[config.mk]
export PLATFORM = sky130hd
export DESIGN_NAME = wide_add_seq_flat
export DESIGN_NICKNAME = d
export VERILOG_FILES = /design/src/rtl/wide_add_seq_if.sv /design/src/rtl/wide_add_seq.sv /design/src/flat_wrapper.sv
export SDC_FILE = /design/constraint.sdc
export NUM_CORES = 1
export LEC_CHECK = 0
export CAP_MARGIN = 20
export CORE_MARGIN = 5
export CORE_UTILIZATION = 45
export DETAILED_ROUTE_END_ITERATION = 7
export HOLD_SLACK_MARGIN = 0.05
export PLACE_DENSITY = 0.75
export REMOVE_ABC_BUFFERS = 1
export SYNTH_ARGS = -nofsm -noshare
export SYNTH_HDL_FRONTEND = slang
export SYNTH_SLANG_ARGS = --single-unit
[constraint.sdc]
create_clock -name clk -period 5.7 [get_ports clk]
set_input_delay 0.57 -clock clk [delete_from_list [all_inputs] [get_ports clk]]
set_output_delay 0.57 -clock clk [all_outputs]
set_load 0.05 [all_outputs]
[src/rtl/wide_add_seq_if.sv]
// rtl/wide_add_seq_if.sv - request/result bundle for the sequential wide adder (sub exists with WIDE_ADD_SEQ_SUBTRACT_EN)
interface wide_add_seq_if #(
    parameter int SLICE_W  = 16,
    parameter int N_SLICES = 4
);
    localparam int W = SLICE_W * N_SLICES;

    logic         in_valid;
    logic         in_ready;
    logic [W-1:0] a;
    logic [W-1:0] b;
    logic         cin;
`ifdef WIDE_ADD_SEQ_SUBTRACT_EN
    logic         sub;
`endif
    logic         out_valid;
    logic         out_ready;
    logic [W-1:0] sum;
    logic         cout;
    logic         ovf;
    logic         busy;

`ifdef WIDE_ADD_SEQ_SUBTRACT_EN
    modport master (output in_valid, a, b, cin, sub, out_ready,
                    input  in_ready, out_valid, sum, cout, ovf, busy);
    modport slave  (input  in_valid, a, b, cin, sub, out_ready,
                    output in_ready, out_valid, sum, cout, ovf, busy);
`else
    modport master (output in_valid, a, b, cin, out_ready,
                    input  in_ready, out_valid, sum, cout, ovf, busy);
    modport slave  (input  in_valid, a, b, cin, out_ready,
                    output in_ready, out_valid, sum, cout, ovf, busy);
`endif
endinterface

[src/rtl/wide_add_seq.sv]
// rtl/wide_add_seq.sv - W-bit adder built from one time-shared SLICE_W carry-lookahead slice (WIDE_ADD_SEQ_SUBTRACT_EN adds subtract)
module wide_add_seq #(
    parameter int SLICE_W  = 16,
    parameter int N_SLICES = 4
) (
    input  logic          clk,
    input  logic          rst_n,
    wide_add_seq_if.slave bus
);
    localparam int W     = SLICE_W * N_SLICES;
    localparam int IDX_W = (N_SLICES > 1) ? $clog2(N_SLICES) : 1;
    localparam logic [IDX_W-1:0] LAST_IDX = IDX_W'(N_SLICES - 1);

    typedef enum logic [1:0] {IDLE, RUN, DONE} state_t;

    state_t             state_q, state_d;
    logic [IDX_W-1:0]   idx_q, idx_d;
    logic               carry_q, carry_d;
    logic [W-1:0]       a_q, beff_q;
    logic [W-1:0]       sum_q;
    logic               cout_q, ovf_q;

    logic [W-1:0]       beff_in;
    logic               cin_in;
    logic               load, step, last;

    logic [SLICE_W-1:0] a_sl, b_sl, g, p, slice_sum;
    logic [SLICE_W:0]   c;
    logic               acc, pp;

`ifdef WIDE_ADD_SEQ_SUBTRACT_EN
    // Subtraction is A + ~B + 1; the caller's cin is irrelevant then.
    assign beff_in = bus.sub ? ~bus.b : bus.b;
    assign cin_in  = bus.sub ? 1'b1 : bus.cin;
`else
    assign beff_in = bus.b;
    assign cin_in  = bus.cin;
`endif

    assign a_sl = a_q[idx_q*SLICE_W +: SLICE_W];
    assign b_sl = beff_q[idx_q*SLICE_W +: SLICE_W];
    assign g    = a_sl & b_sl;
    assign p    = a_sl ^ b_sl;

    // Each carry is the flat lookahead sum-of-products of g/p and the slice carry-in.
    always_comb begin
        c    = '0;
        acc  = 1'b0;
        pp   = 1'b1;
        c[0] = carry_q;
        for (int i = 0; i < SLICE_W; i++) begin
            acc = 1'b0;
            pp  = 1'b1;
            for (int j = i; j >= 0; j--) begin
                acc = acc | (pp & g[j]);
                pp  = pp & p[j];
            end
            c[i+1] = acc | (pp & carry_q);
        end
    end

    assign slice_sum = p ^ c[SLICE_W-1:0];
    assign last      = (idx_q == LAST_IDX);

    always_comb begin
        state_d = state_q;
        idx_d   = idx_q;
        carry_d = carry_q;
        load    = 1'b0;
        step    = 1'b0;
        case (state_q)
            IDLE: begin
                if (bus.in_valid) begin
                    state_d = RUN;
                    idx_d   = '0;
                    carry_d = cin_in;
                    load    = 1'b1;
                end
            end
            RUN: begin
                step    = 1'b1;
                carry_d = c[SLICE_W];
                if (last) begin
                    state_d = DONE;
                    idx_d   = '0;
                end else begin
                    idx_d = idx_q + 1'b1;
                end
            end
            DONE: begin
                if (bus.out_ready) begin
                    state_d = IDLE;
                end
            end
            default: state_d = IDLE;
        endcase
    end

    always_ff @(posedge clk or negedge rst_n) begin
        if (!rst_n) begin
            state_q <= IDLE;
            idx_q   <= '0;
            carry_q <= 1'b0;
            a_q     <= '0;
            beff_q  <= '0;
            sum_q   <= '0;
            cout_q  <= 1'b0;
            ovf_q   <= 1'b0;
        end else begin
            state_q <= state_d;
            idx_q   <= idx_d;
            carry_q <= carry_d;
            if (load) begin
                a_q    <= bus.a;
                beff_q <= beff_in;
            end
            if (step) begin
                sum_q[idx_q*SLICE_W +: SLICE_W] <= slice_sum;
            end
            if (step && last) begin
                cout_q <= c[SLICE_W];
                ovf_q  <= (a_q[W-1] == beff_q[W-1]) && (slice_sum[SLICE_W-1] != a_q[W-1]);
            end
        end
    end

    assign bus.in_ready  = (state_q == IDLE);
    assign bus.out_valid = (state_q == DONE);
    assign bus.busy      = (state_q != IDLE);
    assign bus.sum       = sum_q;
    assign bus.cout      = cout_q;
    assign bus.ovf       = ovf_q;
endmodule
[src/flat_wrapper.sv]
// flat-port wrapper written by rule: the top's interface ports become plain ports
module wide_add_seq_flat 
#(
    parameter int SLICE_W  = 16,
    parameter int N_SLICES = 4
)
  (clk, rst_n, bus_in_valid, bus_a, bus_b, bus_cin, bus_out_ready, bus_in_ready, bus_out_valid, bus_sum, bus_cout, bus_ovf, bus_busy);
  wide_add_seq_if #(.SLICE_W(SLICE_W), .N_SLICES(N_SLICES)) bus_i ();
  input  logic clk;
  input  logic rst_n;
  input wire logic [$bits(bus_i.in_valid)-1:0] bus_in_valid;
  input wire logic [$bits(bus_i.a)-1:0] bus_a;
  input wire logic [$bits(bus_i.b)-1:0] bus_b;
  input wire logic [$bits(bus_i.cin)-1:0] bus_cin;
  input wire logic [$bits(bus_i.out_ready)-1:0] bus_out_ready;
  output wire logic [$bits(bus_i.in_ready)-1:0] bus_in_ready;
  output wire logic [$bits(bus_i.out_valid)-1:0] bus_out_valid;
  output wire logic [$bits(bus_i.sum)-1:0] bus_sum;
  output wire logic [$bits(bus_i.cout)-1:0] bus_cout;
  output wire logic [$bits(bus_i.ovf)-1:0] bus_ovf;
  output wire logic [$bits(bus_i.busy)-1:0] bus_busy;
  assign bus_i.in_valid = bus_in_valid;
  assign bus_i.a = bus_a;
  assign bus_i.b = bus_b;
  assign bus_i.cin = bus_cin;
  assign bus_i.out_ready = bus_out_ready;
  assign bus_in_ready = bus_i.in_ready;
  assign bus_out_valid = bus_i.out_valid;
  assign bus_sum = bus_i.sum;
  assign bus_cout = bus_i.cout;
  assign bus_ovf = bus_i.ovf;
  assign bus_busy = bus_i.busy;
  wide_add_seq #(.SLICE_W(SLICE_W), .N_SLICES(N_SLICES)) u_core (.clk(clk), .rst_n(rst_n), .bus(bus_i));
endmodule
After elaboration in Yosys (flattened, before gate mapping)
Index checks and enable logic that the tools add are counted.

cells by class
  magnitude comparators = 0
  bitwise gates (word level) = 395
  div/mod/pow operators = 0
  multiply operators = 0
  eq/ne operators = 8
  reductions and logical operators = 7
  muxes and demuxes = 13
  shifts and indexed selects = 4
  add/subtract/negate cells = 2

operators with widths
  kind                      number
  $and 1x1->1               256
  $or 1x1->1                136
  $shiftx 64x7->16          2
  $bwmux 64                 1
  $shift 16x34->64 const A  1
  $shiftx 16x34->64         1
  $neg 6->34                1
  $xor 16x16->16            2
  $and 16x16->16            1
  $mux 2                    5
  $pmux 2 s3                1
  $eq 2x2->1 const B        2
  $mux 1                    4
  $ne 2x2->1 const B        2
  $pmux 2 s2                1
  $reduce_bool 2->1         2
  $reduce_and 3->1          1
  $add 2x1->2 const B       1
  $eq 2x1->1 const B        1
  $logic_and 1x1->1         2
  $logic_not 2->1           1
  $ne 2x1->1 const B        1
  $pmux 1 s2                1
  $reduce_and 2->1          1
  2 further kinds           2

storage, ports and cells
  latch bits = 0
  ROM bits = 0
  RAM bits = 0
  memories = 0
  register bits = 199
  logic and storage cells = 437

Logic depth before layout (Yosys ltp)
  depth after elaboration = 21
  mapped depth = 10
  mapped depth without buffers = 8

Worst setup path before layout
OpenSTA, ideal clock, no wires.

  path kind = flip-flop to flip-flop
  start point = register u_core.idx_q[0]
  end point = register u_core.sum_q[30] (netlist: u_core.bus.sum[30])
  path slack = 1.671 ns
  required time = 5.631 ns
  period minus slack after synthesis = 4.029 ns
  stages on the path, launching flop included = 11
  buffers on the path = 2
  arrival = 3.960 ns
  path through = dfrtp_1 clkbuf_1 buf_1 mux4_2 ha_1 and2_4 a221o_1 a311oi_4 a21oi_2 or4_1 nand3_1

on the way
  longest elaborated chain between the ends = 21

ends and longest elaborated chain
  item                                                     RTL line                                RTL
  from (decl)                                              wide_add_seq.sv:17                      logic [IDX_W-1:0] idx_q, idx_d;
  from (signal assigned)                                   wide_add_seq.sv:111                     idx_q <= idx_d;
  $shiftx 64x7->16 (on tied branches)                      wide_add_seq.sv:40, wide_add_seq.sv:41
  $xor 16x16->16 / $and 16x16->16 (equally long branches)  wide_add_seq.sv:43, wide_add_seq.sv:42
  $and 1x1->1 (on tied branches)                           wide_add_seq.sv:55, wide_add_seq.sv:56
  $or 1x1->1, or another cell as far along (13 in series)  wide_add_seq.sv:55                      acc = acc | (pp & g[j]);
  $or 1x1->1 / $and 1x1->1 (equally long branches)         wide_add_seq.sv:55, wide_add_seq.sv:58
  $or 1x1->1                                               wide_add_seq.sv:58                      c[i+1] = acc | (pp & carry_q);
  $xor 16x16->16                                           wide_add_seq.sv:62                      assign slice_sum = p ^ c[SLICE_W-1:0];
  $shiftx 16x34->64                                        wide_add_seq.sv:118                     sum_q[idx_q*SLICE_W +: SLICE_W] <= slice_sum;
  $bwmux 64 (*)                                            wide_add_seq.sv:118
  to (signal, indexed assignment)                          wide_add_seq.sv:118
  to (decl)                                                wide_add_seq.sv:20                      logic [W-1:0] sum_q;

Every way passes the cells marked *; elsewhere a longest branch is shown, timed or not.
A chain may end at the register's enable or synchronous reset.

Worst setup path in the final report
  start point = register u_core.idx_q[0]
  end point = register u_core.sum_q[29] (netlist: u_core.bus.sum[29])

The elaborated chain is that of the path after synthesis.

==> impl_metrics.ini <==
[clocking]
clk_pin_slew_ps = 70
cts_resized = 0
cts_max_path_buffers = 2
cts_inserted_buffers = 17
cts_tree = built
clk_latency_ps = 430
cts_root_buf = clkbuf_16
ctsHoldBuffers = 0
numClockSinks = 199
cts_setup_buffers = 0
cts_max_level = 4

[global_routing]
grt_first_pass_wirelength_um = 39500
grt.overflow.total = 0
antenna_found_initial = 0
grt_pass1_vias = 7631
grt_usage = 0.210
grt_max_degree = 116

[route]
detail_route.first_pass.iterations = 5
route.antenna.remaining_nets = 0
wire_per_inst_um = 17.4
finalWirelength_um = 24400
vias = 7418
viasPerCell = 5.29
drc = 0
drt_iter0_drc = 599

[run_status]
outcome = finished clean

[floorplanning]
core_area_sq_um = 20100
die_area_sq_um = 23200
dieWidth_um = 152
start_util = 0.454
rows = 52
io_pins = 202
fp.dieH_um = 152

[worst_hold_path]
min_path_type = primary input to asynchronous set/reset pin

[worst_setup_path]
worstSetupPathType = flip-flop to flip-flop
crit_path_max_fanout = 27
cp_data_required_time_ps = 6030
crit_path_start_kind = flip-flop
arrival_ps = 4170
crit_path_end_kind = flip-flop

[sta]
min_period_over_period = 0.675
holdWs_ps = 250
hold_viol_final = 0
rsz0062_at_grt = false
layout_min_cycle_time_ps = 3850
finalMaxSlewViolations = 0
maxSlewHeadroom = 0.376
fmax_mhz = 260
setup_viol_count_final = 0
worst_pin_slew_ps = 936
fin_setup_tns_ps = 0
fin_skew_ps = 10.0

[synth]
synth_flop_cell = dfrtp_1
synth-warning-count = 0
ys_seq_area_frac = 0.545
synth-async-reset-ratio = 1.00
synth-edff-count = 0
ys_types = 46
syn_area_sq_um = 9130
syn_inst = 938
synth_seq_cells = 199
syn_area_per_cell_sq_um = 9.73

[layout]
final_cell_mix = nand2_1 (430), clkdlybuf4s50_1 (200), dfrtp_1 (197)
diodes = 0
layout_commonest_cell = nand2_1
layout-drive-gt1-share = 0.0680
layout.nets = 1276
syn_to_final_growth_pct = 31.0

[flow_run]
cap_violations = 0

[pwr]
p_per_area_nw_per_um2 = 648
peakVddDrop_uv = 258
p_leak_nw = 5.65

[placement]
hpwl_um = 17300
gp_congestion = 0.854
io_buffers = 201
report_power, final:
| part | leakage, nW | total (mW) | switching (mW) | internal [mW] |
|---|---|---|---|---|
| logic | 2.82 | 4.14 | 2.61 | 1.53 |
| clock network | 0.281 | 1.20 | 0.537 | 0.664 |
| registers | 2.55 | 2.40 | 0.420 | 1.98 |
| total | 5.65 | 7.74 | 3.56 | 4.18 |
layout make-up:
class | count | area, sq um
clock buffers | 19 | 443
clock inverters | 13 | 145
fillers | 1682 | 8150
inverters | 10 | 37.5
multi-input cells | 684 | 3950
flip-flops and latches | 199 | 4980
well taps | 270 | 338
repair buffers | 207 | 2060
kinds of logic (layout without fill, tap and decap cells):
family                   Yosys count  in the layout  share of synthesized area
multiplexers                      34             34                     0.0811
AND/OR/NAND/NOR                  500            500                      0.217
AO/OA/AOI/OAI                    120            120                     0.0944
buffers and inverters             55            249                     0.0227
adder cells (fa/ha/maj)           24             24                     0.0337
XOR/XNOR                           6              6                    0.00576
flip-flops                       199            199                      0.545
cell usage after synthesis (3+ instances only):
master / instances / area [sq um]
buf_1: 5 / 18.8
a32o_1: 4 / 40.0
o21a_1: 6 / 45.0
inv_1: 10 / 37.5
xor2_1: 3 / 26.3
nand3_1: 9 / 45.0
nor2_1: 24 / 90.1
clkbuf_1: 39 / 146
o21ai_0: 29 / 145
o31ai_1: 15 / 113
nand2_1: 431 / 1620
mux4_2: 32 / 721
a21oi_1: 14 / 70.1
dfrtp_1: 199 / 4980
nor3_1: 8 / 40.0
nand4_1: 3 / 18.8
nand2b_1: 9 / 56.3
ha_1: 23 / 288
or3_1: 5 / 31.3
a22o_1: 28 / 245
a21o_1: 3 / 22.5
a211oi_1: 5 / 37.5
xnor2_1: 3 / 26.3
or4_1: 4 / 30.0
worst paths after layout:
check / to / startpoint / cells after the start / slack (ps)
min: u_core.beff_q[38] / rst_n / 1 / 250
min in group clk: u_core.a_q[56] / u_core.a_q[56] / 2 / 470
max in group asynchronous: u_core.idx_q[0] / rst_n / 2 / 4300
max: u_core.bus.sum[29] / u_core.idx_q[0] / 9 / 1850
max reg2reg: u_core.bus.sum[29] / u_core.idx_q[0] / 9 / 1850
min reg2reg: u_core.a_q[56] / u_core.a_q[56] / 2 / 470
worst max-delay path: stages (launching register included):
cell     delay [ps]
dfrtp_2         690
buf_4           520
mux4_2          580
ha_1            340
o21ai_0         110
nor3_1          390
nand2_1         290
a21oi_2         400
nor3_1          160
o31ai_1         250
sequential cells by signal, indices dropped and copies added (netlist names):
register,cells
u_core.a_q,64
u_core.beff_q,64
u_core.bus.sum,64
u_core.idx_q,2
u_core.state_q,2
u_core.bus.cout,1
u_core.bus.ovf,1
u_core.carry_q,1
metal layers:
metal / global-route usage / share of wire
met1: 0.292 / 0.44
met2: 0.338 / 0.47
met3: 0.0412 / 0.063
met4: 0.0662 / 0.021
met5: 0 / 0
metrics by stage:
| stage | total power, mW | instance area (sq um) | cells | setup WS (ps) | utilization |
|---|---|---|---|---|---|
| final | 7.74 | 12000 | 1402 | 1850 | 0.595 |
| after global routing | 8.26 | 12000 | 1402 | 1370 | 0.595 |
| after CTS | 7.73 | 12000 | 1401 | 1830 | 0.594 |
| after global placement | 6.40 | 11400 | 1369 | 1970 | 0.565 |
| after detailed placement | 6.51 | 11400 | 1369 | 1860 | 0.565 |
| after floorplan | 5.23 | 8960 | 893 | 1400 | - |
Note: power is estimated with default switching activity, not from simulation.
